## config.mk

```make
export PLATFORM = sky130hd
export DESIGN_NAME = spi_xfer_seq
export DESIGN_NICKNAME = d
export VERILOG_FILES = /design/src/rtl/spi_xfer_seq.sv
export SDC_FILE = /design/constraint.sdc
export NUM_CORES = 1
export LEC_CHECK = 0
export ABC_AREA = 1
export CAP_MARGIN = 10
export CORE_MARGIN = 2
export CORE_UTILIZATION = 30
export DETAILED_ROUTE_END_ITERATION = 10
export DONT_BUFFER_PORTS = 1
export GPL_ROUTABILITY_DRIVEN = 0
export GPL_TIMING_DRIVEN = 0
export PLACE_DENSITY_LB_ADDON = 0.1
export SYNTH_ARGS = -nofsm -noshare
export SYNTH_HDL_FRONTEND = slang
export SYNTH_SLANG_ARGS = --single-unit
export TNS_END_PERCENT = 10
```

## constraint.sdc

```tcl
create_clock -name clk -period 1.29 [get_ports clk]
set_input_delay 0.387 -clock clk [delete_from_list [all_inputs] [get_ports clk]]
set_output_delay 0.387 -clock clk [all_outputs]
set_load 0.005 [all_outputs]
```

## src/rtl/spi_xfer_seq.sv

```systemverilog
// Byte-transfer sequencer driving the system-bus master port of one SB_SPI core.
// Hides init, chip-select handling and status polling behind a single req/done handshake.
module spi_xfer_seq #(
  parameter logic [3:0]  BUS_ADDR74  = 4'b0000,
  parameter logic [7:0]  SPIBR_VAL   = 8'd5,
  parameter logic        CPOL        = 1'b0,
  parameter logic        CPHA        = 1'b0,
  parameter int unsigned ACK_TIMEOUT = 16
) (
  input  logic       clk,
  input  logic       rst,
  input  logic       req,
  input  logic       hold_cs,
  input  logic [7:0] tx_data,
  output logic [7:0] rx_data,
  output logic       done,
  output logic       err,
  output logic       rdy,
  output logic       init_done,
  output logic       sb_stbo,
  output logic       sb_rwo,
  output logic [7:0] sb_adro,
  output logic [7:0] sb_dato,
  input  logic       sb_acki,
  input  logic [7:0] sb_dati
);

  localparam int CNT_W = (ACK_TIMEOUT > 2) ? $clog2(ACK_TIMEOUT) : 1;
  localparam logic [CNT_W-1:0] CNT_LAST = CNT_W'(ACK_TIMEOUT - 1);

  localparam logic [3:0] REG_CR1  = 4'h9;
  localparam logic [3:0] REG_CR2  = 4'hA;
  localparam logic [3:0] REG_BR   = 4'hB;
  localparam logic [3:0] REG_SR   = 4'hC;
  localparam logic [3:0] REG_TXDR = 4'hD;
  localparam logic [3:0] REG_RXDR = 4'hE;
  localparam logic [3:0] REG_CSR  = 4'hF;

  localparam logic [7:0] CR1_VAL    = 8'h80;
  localparam logic [7:0] CR2_VAL    = {2'b11, 3'b000, CPOL, CPHA, 1'b0};
  localparam logic [7:0] CS_ON_VAL  = 8'h0E;
  localparam logic [7:0] CS_OFF_VAL = 8'h0F;

  typedef enum logic [3:0] {
    S_INIT_CR1, S_INIT_CR2, S_INIT_BR, S_INIT_CSR,
    S_IDLE, S_CS_ON, S_TX_POLL, S_TX_WR,
    S_RX_POLL, S_RX_RD, S_CS_OFF, S_DONE
  } state_e;

  state_e           state_q, state_d;
  logic             stb_q, stb_d;
  logic             rw_q, rw_d;
  logic [7:0]       adr_q, adr_d;
  logic [7:0]       dat_q, dat_d;
  logic [CNT_W-1:0] cnt_q, cnt_d;
  logic [7:0]       tx_q, tx_d;
  logic             hold_q, hold_d;
  logic             pend_q, pend_d;
  logic             cs_q, cs_d;
  logic             err_q, err_d;
  logic             init_done_q, init_done_d;
  logic [7:0]       rxbuf_q, rxbuf_d;
  logic [7:0]       rx_q, rx_d;

  logic             acc_en;
  logic             acc_rw;
  logic [3:0]       acc_reg;
  logic [7:0]       acc_dat;

  always_ff @(posedge clk or negedge rst) begin
    if (!rst) begin
      state_q     <= S_INIT_CR1;
      stb_q       <= 1'b0;
      rw_q        <= 1'b0;
      adr_q       <= 8'h00;
      dat_q       <= 8'h00;
      cnt_q       <= '0;
      tx_q        <= 8'h00;
      hold_q      <= 1'b0;
      pend_q      <= 1'b0;
      cs_q        <= 1'b0;
      err_q       <= 1'b0;
      init_done_q <= 1'b0;
      rxbuf_q     <= 8'h00;
      rx_q        <= 8'h00;
    end else begin
      state_q     <= state_d;
      stb_q       <= stb_d;
      rw_q        <= rw_d;
      adr_q       <= adr_d;
      dat_q       <= dat_d;
      cnt_q       <= cnt_d;
      tx_q        <= tx_d;
      hold_q      <= hold_d;
      pend_q      <= pend_d;
      cs_q        <= cs_d;
      err_q       <= err_d;
      init_done_q <= init_done_d;
      rxbuf_q     <= rxbuf_d;
      rx_q        <= rx_d;
    end
  end

  // Each bus-owning state describes one register access; the shared engine below runs it.
  always_comb begin
    acc_en  = 1'b1;
    acc_rw  = 1'b1;
    acc_reg = REG_SR;
    acc_dat = 8'h00;
    unique case (state_q)
      S_INIT_CR1: begin acc_reg = REG_CR1;  acc_dat = CR1_VAL;    end
      S_INIT_CR2: begin acc_reg = REG_CR2;  acc_dat = CR2_VAL;    end
      S_INIT_BR:  begin acc_reg = REG_BR;   acc_dat = SPIBR_VAL;  end
      S_INIT_CSR: begin acc_reg = REG_CSR;  acc_dat = CS_OFF_VAL; end
      S_CS_ON:    begin acc_reg = REG_CSR;  acc_dat = CS_ON_VAL;  end
      S_TX_POLL:  begin acc_rw = 1'b0;      acc_reg = REG_SR;     end
      S_TX_WR:    begin acc_reg = REG_TXDR; acc_dat = tx_q;       end
      S_RX_POLL:  begin acc_rw = 1'b0;      acc_reg = REG_SR;     end
      S_RX_RD:    begin acc_rw = 1'b0;      acc_reg = REG_RXDR;   end
      S_CS_OFF:   begin acc_reg = REG_CSR;  acc_dat = CS_OFF_VAL; end
      default:    acc_en = 1'b0;
    endcase
  end

  // Strobe is raised only from a cycle where it was low, which guarantees the idle gap.
  always_comb begin
    state_d     = state_q;
    stb_d       = stb_q;
    rw_d        = rw_q;
    adr_d       = adr_q;
    dat_d       = dat_q;
    cnt_d       = cnt_q;
    tx_d        = tx_q;
    hold_d      = hold_q;
    pend_d      = pend_q;
    cs_d        = cs_q;
    err_d       = err_q;
    init_done_d = init_done_q;
    rxbuf_d     = rxbuf_q;
    rx_d        = rx_q;

    if (acc_en) begin
      if (!stb_q) begin
        stb_d = 1'b1;
        rw_d  = acc_rw;
        adr_d = {BUS_ADDR74, acc_reg};
        dat_d = acc_dat;
        cnt_d = '0;
      end else if (sb_acki) begin
        stb_d = 1'b0;
        unique case (state_q)
          S_INIT_CR1: state_d = S_INIT_CR2;
          S_INIT_CR2: state_d = S_INIT_BR;
          S_INIT_BR:  state_d = S_INIT_CSR;
          S_INIT_CSR: begin
            cs_d        = 1'b0;
            init_done_d = 1'b1;
            state_d     = pend_q ? S_CS_ON : S_IDLE;
          end
          S_CS_ON: begin
            cs_d    = 1'b1;
            state_d = S_TX_POLL;
          end
          S_TX_POLL: if (sb_dati[4]) state_d = S_TX_WR;
          S_TX_WR:   state_d = S_RX_POLL;
          S_RX_POLL: if (sb_dati[3]) state_d = S_RX_RD;
          S_RX_RD: begin
            rxbuf_d = sb_dati;
            if (hold_q) begin
              rx_d    = sb_dati;
              state_d = S_DONE;
            end else begin
              state_d = S_CS_OFF;
            end
          end
          S_CS_OFF: begin
            cs_d    = 1'b0;
            rx_d    = rxbuf_q;
            state_d = S_DONE;
          end
          default: state_d = state_q;
        endcase
      end else if (cnt_q == CNT_LAST) begin
        stb_d   = 1'b0;
        err_d   = 1'b1;
        pend_d  = 1'b0;
        state_d = S_IDLE;
      end else begin
        cnt_d = cnt_q + CNT_W'(1);
      end
    end else if (state_q == S_IDLE) begin
      if (req) begin
        tx_d   = tx_data;
        hold_d = hold_cs;
        err_d  = 1'b0;
        pend_d = 1'b1;
        if (!init_done_q)  state_d = S_INIT_CR1;
        else if (cs_q)     state_d = S_TX_POLL;
        else               state_d = S_CS_ON;
      end
    end else if (state_q == S_DONE) begin
      pend_d  = 1'b0;
      state_d = S_IDLE;
    end
  end

  always_comb begin
    rdy  = (state_q == S_IDLE);
    done = (state_q == S_DONE);
  end

  assign rx_data   = rx_q;
  assign err       = err_q;
  assign init_done = init_done_q;
  assign sb_stbo   = stb_q;
  assign sb_rwo    = rw_q;
  assign sb_adro   = adr_q;
  assign sb_dato   = dat_q;

endmodule

```

Yosys cells after proc, flatten, opt, wreduce, memory -nomap -nowiden
Index checks and enable logic that the tools add are counted.
{ "classes": {"addsub": 1, "eq_ne": 23, "muxes": 40, "bitwise": 2, "reduce_logical": 20} }
{ "op_table": {"columns": ["operator", "n"], "rows": [
  ["$mux 4", 12],
  ["$pmux 8 s6", 1],
  ["$pmux 4 s10", 1],
  ["$eq 4x4->1 const B", 5],
  ["$mux 1", 20],
  ["$pmux 3 s6", 1],
  ["$eq 4x3->1 const B", 4],
  ["$pmux 8 s2", 1],
  ["$reduce_and 5->1", 3],
  ["$ne 12x2->1 const B", 1],
  ["$reduce_and 4->1", 3],
  ["$ne 2x2->1 const B", 5],
  ["$reduce_or 10->1", 1],
  ["$eq 4x2->1 const B", 2],
  ["$mux 8", 1],
  ["$ne 4x4->1 const B", 2],
  ["$reduce_bool 2->1", 4],
  ["$reduce_and 7->1", 1],
  ["$ne 3x2->1 const B", 2],
  ["$reduce_and 3->1", 2],
  ["$reduce_or 3->1", 2],
  ["$add 4x1->4 const B", 1],
  ["$eq 4x1->1 const B", 1],
  ["$logic_not 4->1", 1],
  ["8 further kinds", 9]
]} }
{ "totals": {"regBits": 51, "inputBits": 21, "out_inout_bits": 30, "word_cells": 100} }

Longest topological paths before layout
{ "depth": {"ltp_word": 5, "depth_mapped": 11, "depth_no_buf": 10} }

Worst setup path before layout
No wires, ideal clock.
{ "synth_timing": {"path_type": "register to register", "start": "register state_q[3]", "end": "register tx_q[0]", "setup_time_ns": 0.121, "arrival_ns": 1.296, "t_required_ns": 1.169, "setup_slack_ns": -0.126, "stages_incl_launch_ff": 8, "path_buffers": 1, "period_less_slack_ns": 1.416, "path_cell_list": "dfrtp_1 -> inv_2 -> nand2_1 -> nor2_2 -> inv_2 -> nor2_1 -> buf_4 -> o21ai_1"} }
{ "synth_via": {"elab_cells_between_ends": 15, "cone_classes": "eq/ne (10); mux (1); bitwise (1); reduce/logical (3)"} }
{ "synth_lines": {"columns": ["item", "line_no", "source"], "rows": [
  ["from (decl)", "50", "state_e state_q, state_d;"],
  ["from (signal assigned)", "87", "state_q <= state_d;"],
  ["$eq 4x3->1", null, null],
  ["net rdy", "18", "output logic rdy,"],
  ["$reduce_and 3->1 (no line)", null, null],
  ["to (signal assigned)", "93", "tx_q <= tx_d;"],
  ["to (decl)", "56", "logic [7:0] tx_q, tx_d;"]
]} }
The timed path passes the listed nets, and every way through them passes these cells.
A chain may end at the register's enable or synchronous reset.

Worst setup path after layout
{ "layout_timing": {"start": "register state_q[1]", "end": "output port rdy"} }
{ "layout_via": {"elab_chain_len": 1} }
{ "layout_lines": {"columns": ["item", "line_no", "source"], "rows": [
  ["$eq 4x3->1", "208", "rdy = (state_q == S_IDLE);"],
  ["to (decl)", "18", null]
]} }
Every way passes these cells.

==> results_dict.tcl <==
set metrics [dict create \
    status "finished, violations left" \
    violations "hold timing, setup timing" \
    first_pass_iters 6 \
    initial_core_util_pct 31.09 \
    fmax_mhz 647.1 \
    grt_pass1_vias 1980 \
    cts_tree "done" \
    hold_violations 51 \
    grt_max_degree 52 \
    yosys_warnings 0 \
    p_total_mw 2.789 \
    cpPeakStageDelay_ns 0.49 \
    slew_viol_final 0 \
    wirelength_mm 6.504 \
    r2r-start "state_q[3]" \
    ys_ff_latch 51 \
    crit_required_ns 0.90 \
    synth_cells 296 \
    drt_iter0_markers 31 \
    fillCellCount 829 \
    whs_ns -0.2375 \
    synth.area.top_cells "dfrtp_1 (50%), nand2_1 (13%), nor2_1 (4.6%)" \
    grt_use_total_pct 14.21 \
    worst_path_max_delay_cell "dfrtp_2" \
    wl_met2_mm 3.045 \
    mostFrequentLayoutCell "nand2_1" \
    cp.arrival_ns 1.16 \
    cp_max_fo 6 \
    ys_types 35 \
    clockRootBuffer "clkbuf_8" \
    reg2reg_to "sb_dato[7]" \
    cap_violations 0 \
    synthArstFlopShare_pct 100.0 \
    setup_viol 52 \
    layout_common_cells "nand2_1 (80), dfrtp_1 (46), buf_4 (32)" \
    syn-cell-area_um2 2555 \
    port_buffers 0 \
    min-delay-path-class "in2async" \
    ios 51 \
    drc 0 \
    dr.max_layer_used "met4" \
    dp_hpwl_mm 4.375 \
    insertion_delay_ns 0.30 \
    fp.dieW_um 96.29 \
    die-area_um2 9271 \
    drive_above_1_share_pct 31.36 \
    rows 33 \
    cp-end-kind "output pin" \
    ys.flop_type "dfrtp_1" \
    n_antenna_cell 0 \
    timing.critical_path.from_type "flip-flop" \
    dp_slack_ns -0.3051 \
    wl_per_cell_um 14.68 \
    synth_edf_count 0 \
    grt_pass1_wl_mm 10.12 \
    rrSetupSlack_ns -0.21 \
    numCtsBuffers 5 \
    area_growth_pct 27.67 \
    power_density_nw_per_um2 854.9 \
    yosysSeqAreaShare_pct 49.95 \
    met3_wirelength_um 332 \
    postSynthAreaPerCell_um2 8.632 \
    min_period_ns 1.545 \
    clockBufferDepth 2 \
    rsz0062_at_grt "true" \
    die_h_um 96.29 \
    via_per_inst 4.585 \
    clock-sinks 51 \
    synth_top_cell_by_area "dfrtp_1" \
    worst_clock_skew_ns 0.004662 \
    path_class "reg2out" \
    vias 2031 \
    grt_overflow 0 \
    seqCellArea_um2 1282 \
    multi_input_area_um2 1290 \
    cts.htree.levels 2 \
    p_leak_nw 1.592 \
    core-area_um2 8217 \
    met1Wirelength_mm 3.055 \
    final_antenna_net_count 0 \
    ir_drop_v 0.0005368 \
    crit_chain "inv_4, nand2_4, nor2_4" \
    antenna_found_initial 0 \
    fin_crit_sh_pct 119.8 \
    cts.clk_slew.worst_paths_ns 0.10 \
    reg2regPathDepth 9 \
    nets 359 \
    yosysTopAreaCellShare_pct 49.95 \
    fin_ws_ns -0.2554 \
]
==> per-layer routing <==
layer | vias up | global-route usage (%)
met5 | - | 0
met4 | 0 | 2.976
met3 | 7 | 3.837
met2 | 37 | 22.34
met1 | 953 | 19.61
li1 | 1034 | -
==> what timing repair did <==
item,4_1_cts,5_1_grt
pin swaps,14,10
setup endpoints to repair,52,52
hold endpoints to repair,51,51
setup buffers,20,10
gates cloned,0,1
gates resized for setup,36,17
==> cells in the mapped netlist, types with 4 or more instances <==
cell type	n
nand2_2	4
a31oi_1	11
inv_1	15
inv_2	9
o21ai_1	13
buf_4	6
mux2_1	6
nand3_1	15
dfrtp_1	51
o21ai_0	5
nand2_1	88
nor2_1	31
nor2_2	4
a21oi_1	7
==> worst max-delay path, delay by kind of cell (launching register included) <==
kind | cells | cell delay (ns)
flip-flops | 1 | 0.49
AND/OR/NAND/NOR | 2 | 0.25
buffers and inverters | 1 | 0.11
==> cells by family (layout without fill, tap and decap cells) <==
| group | after synthesis | after routing | share of synthesized area [%] |
|---|---|---|---|
| multiplexers | 7 | 7 | 3.036 |
| XOR/XNOR | 1 | 1 | 0.3429 |
| flip-flops | 51 | 51 | 49.95 |
| adder cells (fa/ha/maj) | 1 | 1 | 0.4896 |
| AND/OR/NAND/NOR | 158 | 159 | 29.38 |
| other | 1 | 4 | 0.1468 |
| buffers and inverters | 35 | 73 | 6.905 |
| AO/OA/AOI/OAI | 42 | 42 | 9.745 |
==> worst max-delay path by stage <==
stage                     from         end  slack, ns
global placement    state_q[1]  sb_dato[3]      -0.28
CTS                 state_q[1]         rdy      -0.26
global route        state_q[1]         rdy      -0.32
finish              state_q[1]         rdy      -0.26
floorplan           state_q[3]  rxbuf_q[0]      -0.06
detailed placement  state_q[3]  sb_dato[3]      -0.31
==> registers in the layout (all words and copies together), names as in the netlist <==
register	cells
sb_dato	8
rx_data	8
hold_q	1
sb_adro	4
rxbuf_q	8
tx_q	8
pend_q	1
state_q	4
sb_stbo	1
cnt_q	4
cs_q	1
init_done	1
sb_rwo	1
err	1
==> area by class of cell <==
cell class,count,area share (%)
well taps,105,4.028
inverters,25,3.491
clock inverters,1,0.9206
plain buffers,10,3.222
repair buffers,30,7.135
clock buffers,7,2.340
flip-flops and latches,51,39.32
multi-input cells,214,39.55
==> power by group <==
part,switching [mW],internal [mW],total [mW]
logic,0.0274,0.0201,0.0474
clock network,0.537,0.582,1.12
registers,0.00905,1.61,1.62
==> metrics by stage <==
step | setup TNS, ns | instances | util, % | cell area, um2
global placement | -9.423 | 404 | 33.33 | 2739
detailed placement | -9.989 | 404 | 33.33 | 2739
finish | -6.006 | 443 | 39.70 | 3262
CTS | -5.961 | 432 | 37.81 | 3107
global route | -10.12 | 443 | 39.70 | 3262
floorplan | -0.7443 | 299 | - | 2608
Note: power is estimated with default switching activity, not from simulation.
